$ cat config.mk
export PLATFORM = sky130hd
export DESIGN_NAME = write_packet_scheduler
export DESIGN_NICKNAME = d
export VERILOG_FILES = /design/src/rtl/write_packet_scheduler.sv
export SDC_FILE = /design/constraint.sdc
export NUM_CORES = 1
export LEC_CHECK = 0
export ABC_AREA = 1
export CAP_MARGIN = 20
export CORE_MARGIN = 2
export CORE_UTILIZATION = 50
export CTS_BUF_LIST = sky130_fd_sc_hd__clkbuf_8
export CTS_CLUSTER_SIZE = 12
export DETAILED_ROUTE_END_ITERATION = 12
export MAX_ROUTING_LAYER = met4
export PLACE_DENSITY = 0.84
export SETUP_SLACK_MARGIN = 0.05
export SLEW_MARGIN = 15
export SYNTH_ARGS = -nofsm -noshare
export SYNTH_HDL_FRONTEND = slang
export SYNTH_SLANG_ARGS = --single-unit
$ cat constraint.sdc
create_clock -name clk -period 22.3 [get_ports clk]
set_input_delay 4.46 -clock clk [delete_from_list [all_inputs] [get_ports clk]]
set_output_delay 4.46 -clock clk [all_outputs]
set_load 0.02 [all_outputs]
$ cat src/rtl/write_packet_scheduler.sv
// Whole-packet write scheduler: arbitrates NUM_PORTS ingress ports onto the
// shared SRAM write path, by strict priority or weighted round-robin, and
// holds the grant for the full packet followed by a one-cycle release gap.
module write_packet_scheduler #(
    parameter int NUM_PORTS = 16,
    parameter int PORT_W    = 4,
    parameter int LEN_W     = 8
) (
    input  logic                       clk,
    input  logic                       rst,
    input  logic                       sp0_wrr1,
    input  logic [NUM_PORTS-1:0]       req,
    input  logic [NUM_PORTS*3-1:0]     priority_in,
    input  logic [NUM_PORTS*LEN_W-1:0] pkt_len,
    input  logic                       sram_ready,
    output logic [NUM_PORTS-1:0]       gnt,
    output logic [PORT_W-1:0]          select,
    output logic                       wr_en,
    output logic                       pkt_done,
    output logic                       busy
);

    typedef enum logic [1:0] {IDLE, XFER, GAP} state_t;

    state_t state, state_nxt;

    // per-port views of the flat priority / length buses
    logic [NUM_PORTS-1:0][2:0]       prio;
    logic [NUM_PORTS-1:0][LEN_W-1:0] len;
    assign prio = priority_in;
    assign len  = pkt_len;

    logic [LEN_W-1:0]  cnt;
    logic [PORT_W-1:0] ptr;
    logic [2:0]        cred;
    logic              mode_q;

    // arbitration results
    logic              sp_found;
    logic [PORT_W-1:0] sp_win;
    logic [2:0]        sp_best;
    logic [2:0]        cred_eff;
    logic              rr_keep;
    logic              rr_found;
    logic [PORT_W-1:0] rr_win;
    logic [PORT_W-1:0] rr_idx;
    logic [PORT_W-1:0] win;

    // strict priority: highest level wins, strict '>' keeps the lowest index on ties
    always_comb begin
        sp_found = 1'b0;
        sp_win   = '0;
        sp_best  = '0;
        for (int i = 0; i < NUM_PORTS; i++) begin
            if (req[i] && (!sp_found || prio[i] > sp_best)) begin
                sp_found = 1'b1;
                sp_win   = PORT_W'(i);
                sp_best  = prio[i];
            end
        end
    end

    // weighted round-robin: stay on ptr while credit remains, else search from ptr+1,
    // visiting ptr itself last; a mode switch zeroes the credit for this decision
    always_comb begin
        cred_eff = (sp0_wrr1 != mode_q) ? 3'd0 : cred;
        rr_keep  = req[ptr] && (cred_eff != 3'd0);
        rr_found = 1'b0;
        rr_win   = ptr;
        rr_idx   = '0;
        for (int k = 1; k <= NUM_PORTS; k++) begin
            rr_idx = PORT_W'(int'(ptr) + k);
            if (!rr_found && req[rr_idx]) begin
                rr_found = 1'b1;
                rr_win   = rr_idx;
            end
        end
        win = sp0_wrr1 ? (rr_keep ? ptr : rr_win) : sp_win;
    end

    // state register
    always_ff @(posedge clk) begin
        if (!rst) state <= IDLE;
        else      state <= state_nxt;
    end

    // next state and beat-level outputs
    always_comb begin
        state_nxt = state;
        wr_en     = 1'b0;
        pkt_done  = 1'b0;
        busy      = 1'b0;
        case (state)
            IDLE: begin
                if (|req) state_nxt = XFER;
            end
            XFER: begin
                busy     = 1'b1;
                wr_en    = sram_ready;
                pkt_done = sram_ready && (cnt == LEN_W'(1));
                if (pkt_done) state_nxt = GAP;
            end
            GAP: begin
                busy      = 1'b1;
                state_nxt = IDLE;
            end
            default: state_nxt = IDLE;
        endcase
    end

    // grant, word counter and arbitration state
    always_ff @(posedge clk) begin
        if (!rst) begin
            gnt    <= '0;
            select <= '0;
            cnt    <= '0;
            ptr    <= PORT_W'(NUM_PORTS - 1);
            cred   <= '0;
            mode_q <= 1'b0;
        end else begin
            case (state)
                IDLE: begin
                    if (|req) begin
                        gnt    <= NUM_PORTS'(1) << win;
                        select <= win;
                        cnt    <= (len[win] == '0) ? LEN_W'(1) : len[win];
                        mode_q <= sp0_wrr1;
                        if (sp0_wrr1) begin
                            if (rr_keep) begin
                                cred <= cred_eff - 3'd1;
                            end else begin
                                ptr  <= rr_win;
                                cred <= prio[rr_win];
                            end
                        end else if (sp0_wrr1 != mode_q) begin
                            cred <= '0;
                        end
                    end
                end
                XFER: begin
                    if (wr_en) cnt <= cnt - LEN_W'(1);
                    if (pkt_done) gnt <= '0;
                end
                default: ;
            endcase
        end
    end

endmodule

# After elaboration in Yosys (flattened, before gate mapping)
# Index checks and enable logic that the tools add are counted.
# W data, S select, Z words.
[op_classes]
n_eq_ne = 8
order_cmp = 34
shift = 1
n_reduce_logical = 88
add_sub_neg = 18
mux = 132
[ops]
columns = ["op", "count"]
rows = [
  ["$mux W4", 32],
  ["$lt A4 B5 Y1 const B", 19],
  ["$bmux W1 S4", 17],
  ["$mux W3", 19],
  ["$mux W1", 51],
  ["$gt A3 B3 Y1", 15],
  ["$add A4 B4 Y4 const B", 8],
  ["$bmux W8 S4", 1],
  ["$logic_and A1 B1 Y1", 32],
  ["$mux W16", 2],
  ["$mux W8", 4],
  ["$pmux W16 S2", 1],
  ["$logic_not A1 Y1", 30],
  ["$add A4 B3 Y4 const B", 4],
  ["$pmux W8 S2", 1],
  ["$reduce_or A16 Y1", 1],
  ["$shl A1 B4 Y16 const A", 1],
  ["$logic_or A1 B1 Y1", 15],
  ["$bmux W3 S4", 1],
  ["$reduce_and A3 Y1", 3],
  ["$add A4 B1 Y4 const B", 2],
  ["$add A4 B2 Y4 const B", 2],
  ["$eq A8 B1 Y1 const B", 1],
  ["$logic_not A8 Y1", 1],
  ["other kinds (13)", 18],
]
[word_totals]
register_bits = 38

# Longest topological paths before layout
# Gate-level depths: netlist of run 1.
[depth]
word_depth = 68
depth_mapped = 157

# Least setup slack after synthesis of run 1
# OpenSTA, ideal clock, no wires.
[synth_timing]
kind = "input-to-reg"
startpoint = "input port priority_in[2]"
endpoint = "register cnt[0]"
arrival_ps = 19901
required_time_ps = 22234
path_stages = 154
path_slack_ps = 2333
setup_time_ps = 66
n_path_buf = 1
path_cell_list = "nand2_1 > ha_1 > a21oi_1 > nand2_1 > nand2_1 > nand2_1 > nand2_1 > nand2_1 > and2_1 > ha_1 > a21oi_1 > o21ai_1 > nand2_1 > nand2_1 > nand2_1 > inv_1 > nand2_1 > nand2_1 > (+118 left out) > inv_1 > nand2_1 > inv_1 > nand2_1 > nand2_2 > inv_2 > clkbuf_8 > nand2_1 > nand3_1 > nand3_1 > nand2_1 > inv_2 > nand2_1 > nor2_1 > nand2_1 > nand2_1 > nand2_1 > a21oi_2"
[synth_via]
elab_chain_len = 68
[synth_rtl]
columns = ["item", "line_no", "rtl"]
rows = [
  ["from (decl)", "13", "input logic [NUM_PORTS*3-1:0] priority_in,"],
  ["$mux W3 *", "55", "if (req[i] && (!sp_found || prio[i] > sp_best)) begin"],
  ["$gt A3 B3 Y1", "55", ""],
  ["$logic_or A1 B1 Y1", "55", ""],
  ["$logic_and A1 B1 Y1", "55", ""],
  ["$mux W3 or $mux W1 (tied branches)", "55", ""],
  ["$gt A3 B3 Y1 or $logic_not A1 Y1 (tied branches)", "55", ""],
  ["$logic_or A1 B1 Y1", "55", ""],
  ["$logic_and A1 B1 Y1", "55", ""],
  ["(+52 left out)", "-", ""],
  ["$mux W4 *", "55", ""],
  ["$mux W4 *", "78", "win = sp0_wrr1 ? (rr_keep ? ptr : rr_win) : sp_win;"],
  ["$bmux W8 S4 *", "126", "cnt <= (len[win] == '0) ? LEN_W'(1) : len[win];"],
  ["$mux W8 (not written as such) *", "126", ""],
  ["$logic_not A8 Y1", "126", ""],
  ["$mux W8 *", "126", ""],
  ["$mux W8 *", "123", "if (|req) begin"],
  ["$pmux W8 S2 *", "121", "case (state)"],
  ["to (signal assigned)", "126", ""],
  ["to (signal assigned)", "141", "if (wr_en) cnt <= cnt - LEN_W'(1);"],
  ["to (decl)", "33", "logic [LEN_W-1:0] cnt;"],
]
# Every way passes the cells marked *; elsewhere a longest branch is shown, timed or not. The select of a mux whose other input is x is not followed.
# A chain may end at the register's enable or synchronous reset.

# Worst setup path after layout of run 1
[layout_timing]
startpoint = "input port priority_in[4]"
endpoint = "register cnt[0]"
[layout_via]
elab_chain_len = 67
[layout_rtl]
columns = ["item", "line_no"]
rows = [
  ["$gt A3 B3 Y1", "55"],
  ["$logic_or A1 B1 Y1", "55"],
  ["$logic_and A1 B1 Y1", "55"],
  ["$mux W3 or $mux W1 (tied branches)", "55"],
  ["$gt A3 B3 Y1 or $logic_not A1 Y1 (tied branches)", "55"],
  ["$logic_or A1 B1 Y1", "55"],
  ["$logic_and A1 B1 Y1", "55"],
  ["$mux W3 or $mux W1 (tied branches)", "55"],
  ["(+51 left out)", "-"],
  ["$mux W4 *", "55"],
  ["$mux W4 *", "78"],
  ["$bmux W8 S4 *", "126"],
  ["$mux W8 (not written as such) *", "126"],
  ["$logic_not A8 Y1", "126"],
  ["$mux W8 *", "126"],
  ["$mux W8 *", "123"],
  ["$pmux W8 S2 *", "121"],
]
# Marked as above.

==> impl_metrics.csv, run 1 <==
group,metric,value,unit
setup_path,r2r_cells,43,
synth,synth-seq-area-share,10.2,%
placed_design,place_inst,1693,
sta,hold_viol,0,
synth,synth_top_area_share,22.8,%
detailed_routing,drc,0,
synth,synth-simple-area-share,44.3,%
floorplan,die_w,126,µm
job,max_cap_violations,0,
clocking,cts-root-buf,"clkbuf_8",
placed_design,dpl.hpwl,20400,µm
min_path,hp-class,"flop to flop",
placed_design,place.gp.congestion,1.00,
floorplan,die_height,126,µm
setup_path,rrSetupSlack,14.50,ns
synth,synthXorXnorAreaFrac,0.943,%
clocking,htree_levels,2,
clocking,cts_tree,"yes",
finish,synthToLayoutAreaGrowth,35.3,%
synth,yosys_register_bits,38,
setup_path,slowest_stage,"clkdlybuf4s50_1",
setup_path,crit_arrival,21.19,ns
sta,fin_crit_sh,94.2,%
finish,fin_nets,1772,
setup_path,worst-path-buf-inv,15,
synth,synth.largest_area_cell,"nand2_1",
detailed_routing,wirelength,26100,µm
setup_path,startpoint,"priority_in[4]",
setup_path,critPathMaxStageDelay,0.56,ns
detailed_routing,vias_per_cell,5.51,
setup_path,critical_path.top_delay_family,"simple AND/OR/NAND/NOR gates",
finish,antenna_cells,0,
synth,synthFlopType,"dfxtp_1",
clocking,clock-sinks,38,
setup_path,required,22.49,ns
detailed_routing,antenna_left,0,
clocking,cts_buffers,5,
synth,syn_avg_cell_area,5.58,µm²
setup_path,worstReg2RegStart,"ptr[0]",
placed_design,io_buffers,218,
detailed_routing,drt_iter0_drc,756,
synth,synth_compound_area_share,19.5,%
clocking,cts.path.max_buffers,2,
setup_path,startpoint_type,"primary input",
synth,synth_edf_count,0,
sta,worstMarginPinSlew,0.971,ns
finish,stdcell_count,1711,
setup_path,cp.depth,149,
finish,drive_gt1_share,11.2,%
synth,yosysMostFrequentCell,"nand2_1",
grt,grt_pass1_wl,40900,µm
grt,grt_pass1_vias,8436,
floorplan,rows,44,
status,outcome,"completed",
synth,postSynthCellCount,1332,
setup_path,worstSetupPathType,"primary input to flop",
setup_path,crit_path_end,"cnt[0]",
synth,synth_top_family_by_area,"simple AND/OR/NAND/NOR gates",
synth,synthAdderAreaFrac,8.42,%
clocking,clock_latency,0.30,ns
floorplan,start_util,51.1,%
synth,async_flop_share,0,%
grt,grt_overflow,0,
synth,netlist-cell-type-count,50,
clocking,clkTransAtPathRegs,0.08,ns
grt,grt_usage,31.5,%
grt,grt_antenna_before_repair,0,
floorplan,die_area,15900,µm²
sta,fmax,47.6,MHz
synth,synth_top_cells_by_count,"nand2_1, o21ai_0, inv_1, nand3_1, nor2_1",
sta,maxSlewViolCount,0,
detailed_routing,vias,9420,
detailed_routing,wl_per_cell,15.3,µm
sta,slew_headroom,35.2,%
synth,muxShareOfSynthArea,2.83,%
setup_path,path_common_cell,"nand2_1",
synth,synth_nets,1578,
sta,layout_min_cycle_time,21.00,ns
floorplan,ios,219,
setup_path,reg2reg_to,"cnt[0]",
sta,setup_viol,0,
synth,yosysWarningCount,0,
detailed_routing,first_pass_iters,5,
synth,synth.area.top_cells,"nand2_1, dfxtp_1, o21ai_0",
synth,syn_area,7430,µm²
setup_path,critPathMaxFanout,10,
sta,finClkSkew,0.00861,ns
setup_path,critPathCaptureType,"flop",
grt,grt_max_degree,49,
floorplan,core,14500,µm²
-- layout make-up --
type | count | area (µm²)
clock inverter | 3 | 68.8
tap | 184 | 230
inverter | 152 | 586
multi-input combinational | 1092 | 5920
clock buffer | 5 | 68.8
sequential | 38 | 761
timing repair inverter | 2 | 15.0
fill | 1309 | 4480
timing repair buffer | 235 | 2400
-- cell families after synthesis --
family | count (synthesis)
and+or+nand+nor | 749
AOI/OAI and AO/OA | 264
buffers and inverters | 202
adders and majority gates | 50
DFF | 38
muxes | 21
xor gates and xnor gates | 8
-- cell usage in the layout (no fill, tap or decap), drive strengths merged --
master and count:
o32ai 2, a22oi 5, a31oi 7, clkdlybuf4s50 213, nor4 1, o221ai 3
clkbuf 7, nand3b 2, and2 2, clkinv 4, a211oi 3, xnor2 3
o311ai 3, a221oi 2, nand3 142, inv 147, o21a 1, nor3 8
nand4 3, nor2 90, dlymetal6s2s 5, xor2 5, nand2 496, buf 15
mux2i 21, clkinvlp 4, o21ai 153, a21oi 70, o2111ai 3, o211ai 10
ha 50, o31ai 2, dfxtp 38, bufinv 2, or2 5
-- worst min-delay path, delay by kind of cell (launching register included) --
family	cells	cell delay, ns
flops	1	0.31
simple gates	1	0.06
compound gates	1	0.05
-- sequential cells by signal, summed over array words and instances (netlist names) --
register  flops
cnt           8
select        4
mode_q        1
cred          3
gnt          16
ptr           4
state         2
-- layer usage --
| layer | track usage, % | routed length [µm] | vias to the layer above |
|---|---|---|---|
| li1 | - | - | 4753 |
| met1 | 44.5 | 11900 | 4244 |
| met2 | 49.3 | 12000 | 375 |
| met3 | 1.95 | 1600 | 48 |
| met4 | 7.30 | 616 | 0 |
| met5 | - | 0 | - |
-- what timing repair did --
action                     in CTS  in global routing
gates resized for setup        23                100
hold buffers                    0                  0
gates cloned                    2                  2
setup endpoints to repair      24                 28
buffers inserted                2                  4
pin swaps                       0                 28
-- through the flow --
step	hold WS [ns]	setup TNS [ns]	setup WS, ns	cell area (µm²)	util [%]
2_1_floorplan	0.440	0	2.33	7430	-
3_3_place_gp	0.452	0	0.0926	9470	65.1
3_5_place_dp	0.455	-12.49	-0.652	9470	65.1
4_1_cts	0.466	0	0.0958	9680	66.6
5_1_grt	0.489	-2.19	-0.266	10100	69.2
6_report	0.464	0	1.30	10100	69.2
-- worst min-delay path by stage --
stage,startpoint,end,slack [ns],depth (start not counted)
after floorplan,state[1],state[1],0.44,2
after global placement,gnt[14],gnt[14],0.45,2
after detailed placement,state[1],state[1],0.45,2
after CTS,state[1],state[1],0.47,2
after global routing,cred[0],cred[0],0.49,2
final,gnt[14],gnt[14],0.46,2
Power of run 1 is not shown: default switching activity piles up to over one toggle a cycle in this logic, so the estimate is an artifact.
==> run 2: changes to the inputs <==
--- a/config.mk
+++ b/config.mk
@@ -15,7 +15,7 @@
 export MAX_ROUTING_LAYER = met4
 export PLACE_DENSITY = 0.84
 export SETUP_SLACK_MARGIN = 0.05
-export SLEW_MARGIN = 15
+export SLEW_MARGIN = 20
 export SYNTH_ARGS = -nofsm -noshare
 export SYNTH_HDL_FRONTEND = slang
 export SYNTH_SLANG_ARGS = --single-unit
==> results of run 2 <==
Final layout, timing and power as in run 1 (identical DEF).
Power of run 2 is left out for the same reason.
==> run 3: changes to the inputs <==
--- a/config.mk
+++ b/config.mk
@@ -19,3 +19,4 @@
 export SYNTH_ARGS = -nofsm -noshare
 export SYNTH_HDL_FRONTEND = slang
 export SYNTH_SLANG_ARGS = --single-unit
+export TNS_END_PERCENT = 5
==> results of run 3 <==
Final layout, timing and power as in run 1 (identical DEF).
Power of run 3 is left out for the same reason.
